<file path="src/rtl/debouncer_pkg.sv">
// Shared types, defaults and sizing helpers for the debouncer array and its channels.
package debouncer_pkg;

  localparam int unsigned DefaultChannels     = 4;
  localparam int unsigned DefaultCounterWidth = 16;
  localparam int unsigned DefaultSyncStages   = 2;
  localparam int unsigned DefaultRepeatDelay  = 50000000;
  localparam int unsigned DefaultRepeatPeriod = 10000000;

  typedef enum logic [1:0] {
    StIdle   = 2'd0,
    StHold   = 2'd1,
    StRepeat = 2'd2
  } state_e;

  // clog2(max(delay, period)), never narrower than one bit so a 1/1 setup still elaborates
  function automatic int unsigned timer_width(input int unsigned delay,
                                              input int unsigned period);
    int unsigned m;
    m = (delay > period) ? delay : period;
    return (m > 1) ? $clog2(m) : 1;
  endfunction

endpackage

</file>
<file path="src/rtl/debouncer_channel.sv">
// One debounced input: synchronizer, stable-time counter, edge pulses and hold-to-repeat FSM.
module debouncer_channel
  import debouncer_pkg::*;
#(
  parameter int unsigned COUNTER_WIDTH = DefaultCounterWidth,
  parameter int unsigned SYNC_STAGES   = DefaultSyncStages,
  parameter int unsigned REPEAT_DELAY  = DefaultRepeatDelay,
  parameter int unsigned REPEAT_PERIOD = DefaultRepeatPeriod
) (
  input  logic clock,
  input  logic reset_n,
  input  logic in,
  input  logic repeat_enable,
  output logic out,
  output logic rise,
  output logic fall,
  output logic press
);

  localparam int unsigned TimerWidth = timer_width(REPEAT_DELAY, REPEAT_PERIOD);
  localparam logic [TimerWidth-1:0] DelayLast  = TimerWidth'(REPEAT_DELAY - 1);
  localparam logic [TimerWidth-1:0] PeriodLast = TimerWidth'(REPEAT_PERIOD - 1);

  logic [SYNC_STAGES-1:0]   sync_q;
  logic [COUNTER_WIDTH-1:0] count_q;
  logic                     out_q, rise_q, fall_q, press_q;
  state_e                   state_q;
  logic [TimerWidth-1:0]    timer_q;

  logic sync;
  logic flip;
  logic go_high;
  logic go_low;

  assign sync    = sync_q[SYNC_STAGES-1];
  // The output only moves on the edge where a full stable window has elapsed.
  assign flip    = (sync != out_q) && (&count_q);
  assign go_high = flip && sync;
  assign go_low  = flip && !sync;

  always_ff @(posedge clock or negedge reset_n) begin
    if (!reset_n) begin
      sync_q  <= '0;
      count_q <= '0;
      out_q   <= 1'b0;
      rise_q  <= 1'b0;
      fall_q  <= 1'b0;
    end else begin
      sync_q <= {sync_q[SYNC_STAGES-2:0], in};
      rise_q <= go_high;
      fall_q <= go_low;
      if (sync == out_q) begin
        count_q <= '0;
      end else begin
        count_q <= count_q + 1'b1;
        if (flip) begin
          out_q <= sync;
        end
      end
    end
  end

  always_ff @(posedge clock or negedge reset_n) begin
    if (!reset_n) begin
      state_q <= StIdle;
      timer_q <= '0;
      press_q <= 1'b0;
    end else begin
      press_q <= 1'b0;
      // A release wins over any repeat that happens to fall due on the same edge.
      if (go_low) begin
        state_q <= StIdle;
        timer_q <= '0;
      end else begin
        unique case (state_q)
          StIdle: begin
            if (go_high) begin
              press_q <= 1'b1;
              timer_q <= '0;
              state_q <= StHold;
            end
          end
          StHold: begin
            if (!repeat_enable) begin
              timer_q <= '0;
            end else if (timer_q == DelayLast) begin
              press_q <= 1'b1;
              timer_q <= '0;
              state_q <= StRepeat;
            end else begin
              timer_q <= timer_q + 1'b1;
            end
          end
          StRepeat: begin
            if (!repeat_enable) begin
              timer_q <= '0;
              state_q <= StHold;
            end else if (timer_q == PeriodLast) begin
              press_q <= 1'b1;
              timer_q <= '0;
            end else begin
              timer_q <= timer_q + 1'b1;
            end
          end
          default: begin
            state_q <= StIdle;
            timer_q <= '0;
          end
        endcase
      end
    end
  end

  assign out   = out_q;
  assign rise  = rise_q;
  assign fall  = fall_q;
  assign press = press_q;

endmodule

</file>
<file path="src/rtl/debouncer_array.sv">
// Bank of independent debounced inputs with edge and auto-repeat press pulses.
module debouncer_array
  import debouncer_pkg::*;
#(
  parameter int unsigned CHANNELS      = DefaultChannels,
  parameter int unsigned COUNTER_WIDTH = DefaultCounterWidth,
  parameter int unsigned SYNC_STAGES   = DefaultSyncStages,
  parameter int unsigned REPEAT_DELAY  = DefaultRepeatDelay,
  parameter int unsigned REPEAT_PERIOD = DefaultRepeatPeriod
) (
  input  logic                clock,
  input  logic                reset_n,
  input  logic [CHANNELS-1:0] in,
  input  logic                repeat_enable,
  output logic [CHANNELS-1:0] out,
  output logic [CHANNELS-1:0] rise,
  output logic [CHANNELS-1:0] fall,
  output logic [CHANNELS-1:0] press
);

  for (genvar i = 0; i < CHANNELS; i++) begin : g_channel
    debouncer_channel #(
      .COUNTER_WIDTH (COUNTER_WIDTH),
      .SYNC_STAGES   (SYNC_STAGES),
      .REPEAT_DELAY  (REPEAT_DELAY),
      .REPEAT_PERIOD (REPEAT_PERIOD)
    ) u_channel (
      .clock         (clock),
      .reset_n       (reset_n),
      .in            (in[i]),
      .repeat_enable (repeat_enable),
      .out           (out[i]),
      .rise          (rise[i]),
      .fall          (fall[i]),
      .press         (press[i])
    );
  end

endmodule

</file>
<file path="config.mk">
export PLATFORM = sky130hd
export DESIGN_NAME = debouncer_array
export DESIGN_NICKNAME = d
export VERILOG_FILES = /design/src/rtl/debouncer_pkg.sv /design/src/rtl/debouncer_channel.sv /design/src/rtl/debouncer_array.sv
export SDC_FILE = /design/constraint.sdc
export NUM_CORES = 1
export LEC_CHECK = 0
export CAP_MARGIN = 20
export CORE_AREA = 2 2 138 140
export CTS_BUF_LIST = sky130_fd_sc_hd__clkbuf_4
export CTS_CLUSTER_SIZE = 20
export DETAILED_ROUTE_END_ITERATION = 7
export DIE_AREA = 0 0 140 142
export HOLD_SLACK_MARGIN = 0.12
export PLACE_DENSITY_LB_ADDON = 0.1
export RECOVER_POWER = 25
export SYNTH_ARGS = -nofsm -noshare
export SYNTH_HDL_FRONTEND = slang
export SYNTH_HIERARCHICAL = 1
export SYNTH_SLANG_ARGS = --single-unit
</file>
<file path="constraint.sdc">
create_clock -name clock -period 2.45 [get_ports clock]
set_input_delay 0.49 -clock clock [delete_from_list [all_inputs] [get_ports clock]]
set_output_delay 0.49 -clock clock [all_outputs]
set_load 0.01 [all_outputs]
</file>
==> run_results.csv <==
group,metric,value,unit
routing,dr.first_iter.drc_count,608,
yosys,synth.avg_cell_area,9.437,µm²
floorplan,ios,23,
clock_network,cts_tree,"yes",
clock_network,cts_max_level,4,
floorplan,design.core.area,18460,µm²
setup_path,slowest_stage,"or4_1",
setup_path,cp_max_fo,4,
outcome,status,"complete, but fails checks",
yosys,async_flop_share,1.000,
placed_design,globalplace.congestion,0.8372,
sta,fmaxAchievable,0.4028,GHz
setup_path,arrival,2980,ps
clock_network,root_buffer,"clkbuf_4",
sta,clock_skew,22.31,ps
clock_network,clkSinkCount,200,
yosys,synth_ff_type,"dfrtp_1",
routing,dr.pass1.iters,8,
clock_network,cts_buffers,17,
routing,drcViolationCount,1,
sta,worst_pin_slew,1470,ps
placed_design,place_ws,-87.37,ps
setup_path,max_stage_delay,520,ps
job,cap_viol_max_count,0,
pwr,cellPowerDensity,434.1,nW/µm²
setup_path,crit_path_end_kind,"flip-flop",
routing,postRouteAntennaNets,0,
floorplan,die_h,142,µm
global_routing,grt-ovfl-total,0,
yosys,syn_area,10730,µm²
global_routing,grt_max_degree,57,
hold_path,hp-class,"flip-flop to flip-flop",
sta,setup_slack,-32.55,ps
pwr,leakage,5.390,nW
pwr,ir_drop,0.3838,mV
global_routing,grt_pass1_wl,38970,µm
floorplan,rows,50,
global_routing,grt_usage,0.2337,
cells_and_area,final_core_util,0.6735,
clock_network,worstSkewPairLatency,580,ps
routing,wl,23020,µm
setup_path,crit_family,"simple AND/OR/NAND/NOR gates",
sta,setup_viol_count_final,3,
sta,slew_viol_final,0,
routing,vias,8923,
yosys,postSynthCellCount,1137,
floorplan,die_width,140,µm
yosys,synth-seq-area-share,0.4664,
routing,wl_per_cell,15.57,µm
yosys,yosys_warnings,6,
sta,rsz0062_at_grt,"true",
setup_path,crit_chain,"or4_1, or4_4, buf_6, o31ai_2, nand3_1, or3_1, a21oi_1",
yosys,synth_cell_type_count,63,
setup_path,cp-start-kind,"flip-flop",
floorplan,start_util,0.5814,
sta,slew-limit-headroom,0.02032,
placed_design,hpwl,15300,µm
setup_path,critPathBufInv,1,
yosys,synth-seq-cells,200,
setup_path,critPathKind,"flip-flop to flip-flop",
global_routing,grt_pass1_vias,8490,
cells_and_area,fillers,1455,
sta,timing.final.crit_share,1.013,
placed_design,port_buffers,22,
routing,via_per_inst,6.037,
pwr,p_total,0.005395,W
clock_network,clockBufferDepth,2,
setup_path,critPathRequiredTime,2950,ps
cells_and_area,drive_gt1_frac,0.1577,
clock_network,clkSlewWorstSetupHoldPaths,160,ps
sta,holdWs,368.4,ps
yosys,synth_nets,1168,
global_routing,grt_antenna_before_repair,1,
outcome,violations,"design-rule violations, negative setup slack",
cells_and_area,area_growth,15.83,%
cells_and_area,layout.nets,1261,
sta,final.min_clock_period,2483,ps
yosys,synth_edf_count,0,
sta,finalHoldViolations,0,
floorplan,dieArea,19880,µm²
==> power by group <==
group          switching, W  total [W]  leakage, nW  internal [W]
Combinational      0.000118   0.000173         2.73     0.0000551
Sequential        0.0000273    0.00336         2.49       0.00333
Clock               0.00114    0.00187        0.166      0.000730
==> what timing repair did <==
action	in CTS	in global routing
setup buffers	0	2
endpoints found under the hold margin	52	0
hold buffers	1	0
pin swaps	19	10
gates cloned	0	4
gates resized for setup	14	48
endpoints found under the setup margin	74	79
==> metal layers <==
| metal | global-route usage | wire (µm) |
|---|---|---|
| met5 | 0 | 0 |
| met4 | 0.05742 | 306 |
| met3 | 0.04038 | 686 |
| met2 | 0.3881 | 11120 |
| met1 | 0.3238 | 10910 |
==> worst paths after layout <==
kind	end	startpoint	cells past startpoint	slack (ps)
min reg2reg	g_channel[0].u_channel/sync_q[1]$_DFF_PN0_	g_channel[0].u_channel/sync_q[0]$_DFF_PN0_	0	370
max reg2reg	g_channel[1].u_channel/state_q[0]$_DFFE_PN0P_	g_channel[1].u_channel/timer_q[11]$_DFFE_PN0P_	7	-30
max	g_channel[1].u_channel/state_q[0]$_DFFE_PN0P_	g_channel[1].u_channel/timer_q[11]$_DFFE_PN0P_	7	-30
min in group asynchronous	g_channel[0].u_channel/count_q[7]$_DFF_PN0_	reset_n	2	770
max in group asynchronous	g_channel[2].u_channel/state_q[0]$_DFFE_PN0P_	reset_n	3	340
min	g_channel[0].u_channel/sync_q[1]$_DFF_PN0_	g_channel[0].u_channel/sync_q[0]$_DFF_PN0_	0	370
==> worst reg2reg max path, cell delays in order, from the launching register on <==
cell     delay (ps)
dfrtp_1         410
or4_1           520
or4_4           520
buf_6           150
o31ai_2         240
nand3_1         120
or3_1           320
a21oi_1         130
==> registers in the layout, indices dropped and copies added, names as in the netlist <==
signal                       count
g_channel.u_channel/press        4
g_channel.u_channel/rise         4
g_channel.u_channel/timer_q    104
g_channel.u_channel/fall         4
g_channel.u_channel/count_q     64
g_channel.u_channel/state_q      8
g_channel.u_channel/sync_q       8
g_channel.u_channel/out          4
==> cell type report <==
| type | instances | area (µm²) | area share |
|---|---|---|---|
| multi-input combinational | 866 | 5655 | 0.4550 |
| sequential | 200 | 5005 | 0.4027 |
| timing repair buffer | 110 | 1037 | 0.08345 |
| tap | 234 | 292.8 | 0.02356 |
| clock inverter | 14 | 170.2 | 0.01369 |
| clock buffer | 18 | 135.1 | 0.01087 |
| inverter | 35 | 131.4 | 0.01057 |
| antenna | 1 | 2.502 | 0.0002013 |
==> cell usage after synthesis, types with 4 or more instances <==
library cell	n	share of area
inv_1	35	0.012
and3_1	23	0.013
xnor2_1	31	0.025
mux2_2	4	0.0042
o31ai_1	27	0.019
ha_1	24	0.028
mux2i_1	4	0.0037
a31oi_1	18	0.010
nor2b_1	7	0.0041
xor2_1	36	0.029
nor4_1	12	0.0070
nand2_1	115	0.040
or2_2	12	0.0070
o21ai_0	29	0.014
buf_4	6	0.0042
nor3_1	18	0.0084
nand3_1	118	0.055
buf_6	7	0.0073
o311ai_0	15	0.012
dfrtp_1	200	0.47
clkbuf_1	19	0.0066
and4b_1	4	0.0037
nand4_1	54	0.031
or3_1	26	0.015
o211ai_1	5	0.0035
and2_1	27	0.016
a21oi_2	8	0.0065
o311ai_1	30	0.024
or4_1	16	0.011
or4bb_1	5	0.0052
a21oi_1	27	0.013
and4_1	7	0.0057
nor2_1	113	0.040
==> cell families after synthesis <==
kind of cell             Yosys count  synth area share
multiplexers                       8          0.007929
XOR/XNOR                          67           0.05469
adder cells (fa/ha/maj)           24           0.02799
AND/OR/NAND/NOR                  584            0.2845
flip-flops                       200            0.4664
AO/OA/AOI/OAI                    183            0.1240
buffers and inverters             71           0.03451
==> metrics by stage <==
| stage | instances | TNS (ps) | cell area, µm² |
|---|---|---|---|
| 4_1_cts | 1471 | -104.7 | 12100 |
| 2_1_floorplan | 1137 | 0 | 10730 |
| 3_5_place_dp | 1440 | -1666 | 11740 |
| 6_report | 1478 | -66.02 | 12430 |
| 5_1_grt | 1478 | -874.1 | 12430 |
| 3_3_place_gp | 1440 | -278.7 | 11740 |
==> layout by cell type, fill, tap and decap left out, drive strengths merged, types with 12 or more instances in the layout <==
master,n
nand2,118
nand3,119
dfrtp,200
nor3,18
or4,19
xnor2,31
nand4,54
and2,28
o21ai,32
ha,24
and3,24
clkdlybuf4s50,17
or3,26
a21oi,35
o311ai,45
nor2,113
nor4,12
inv,39
clkbuf,22
o31ai,28
xor2,36
or2,12
buf,84
a31oi,18
(Power assumes the default switching activity.)
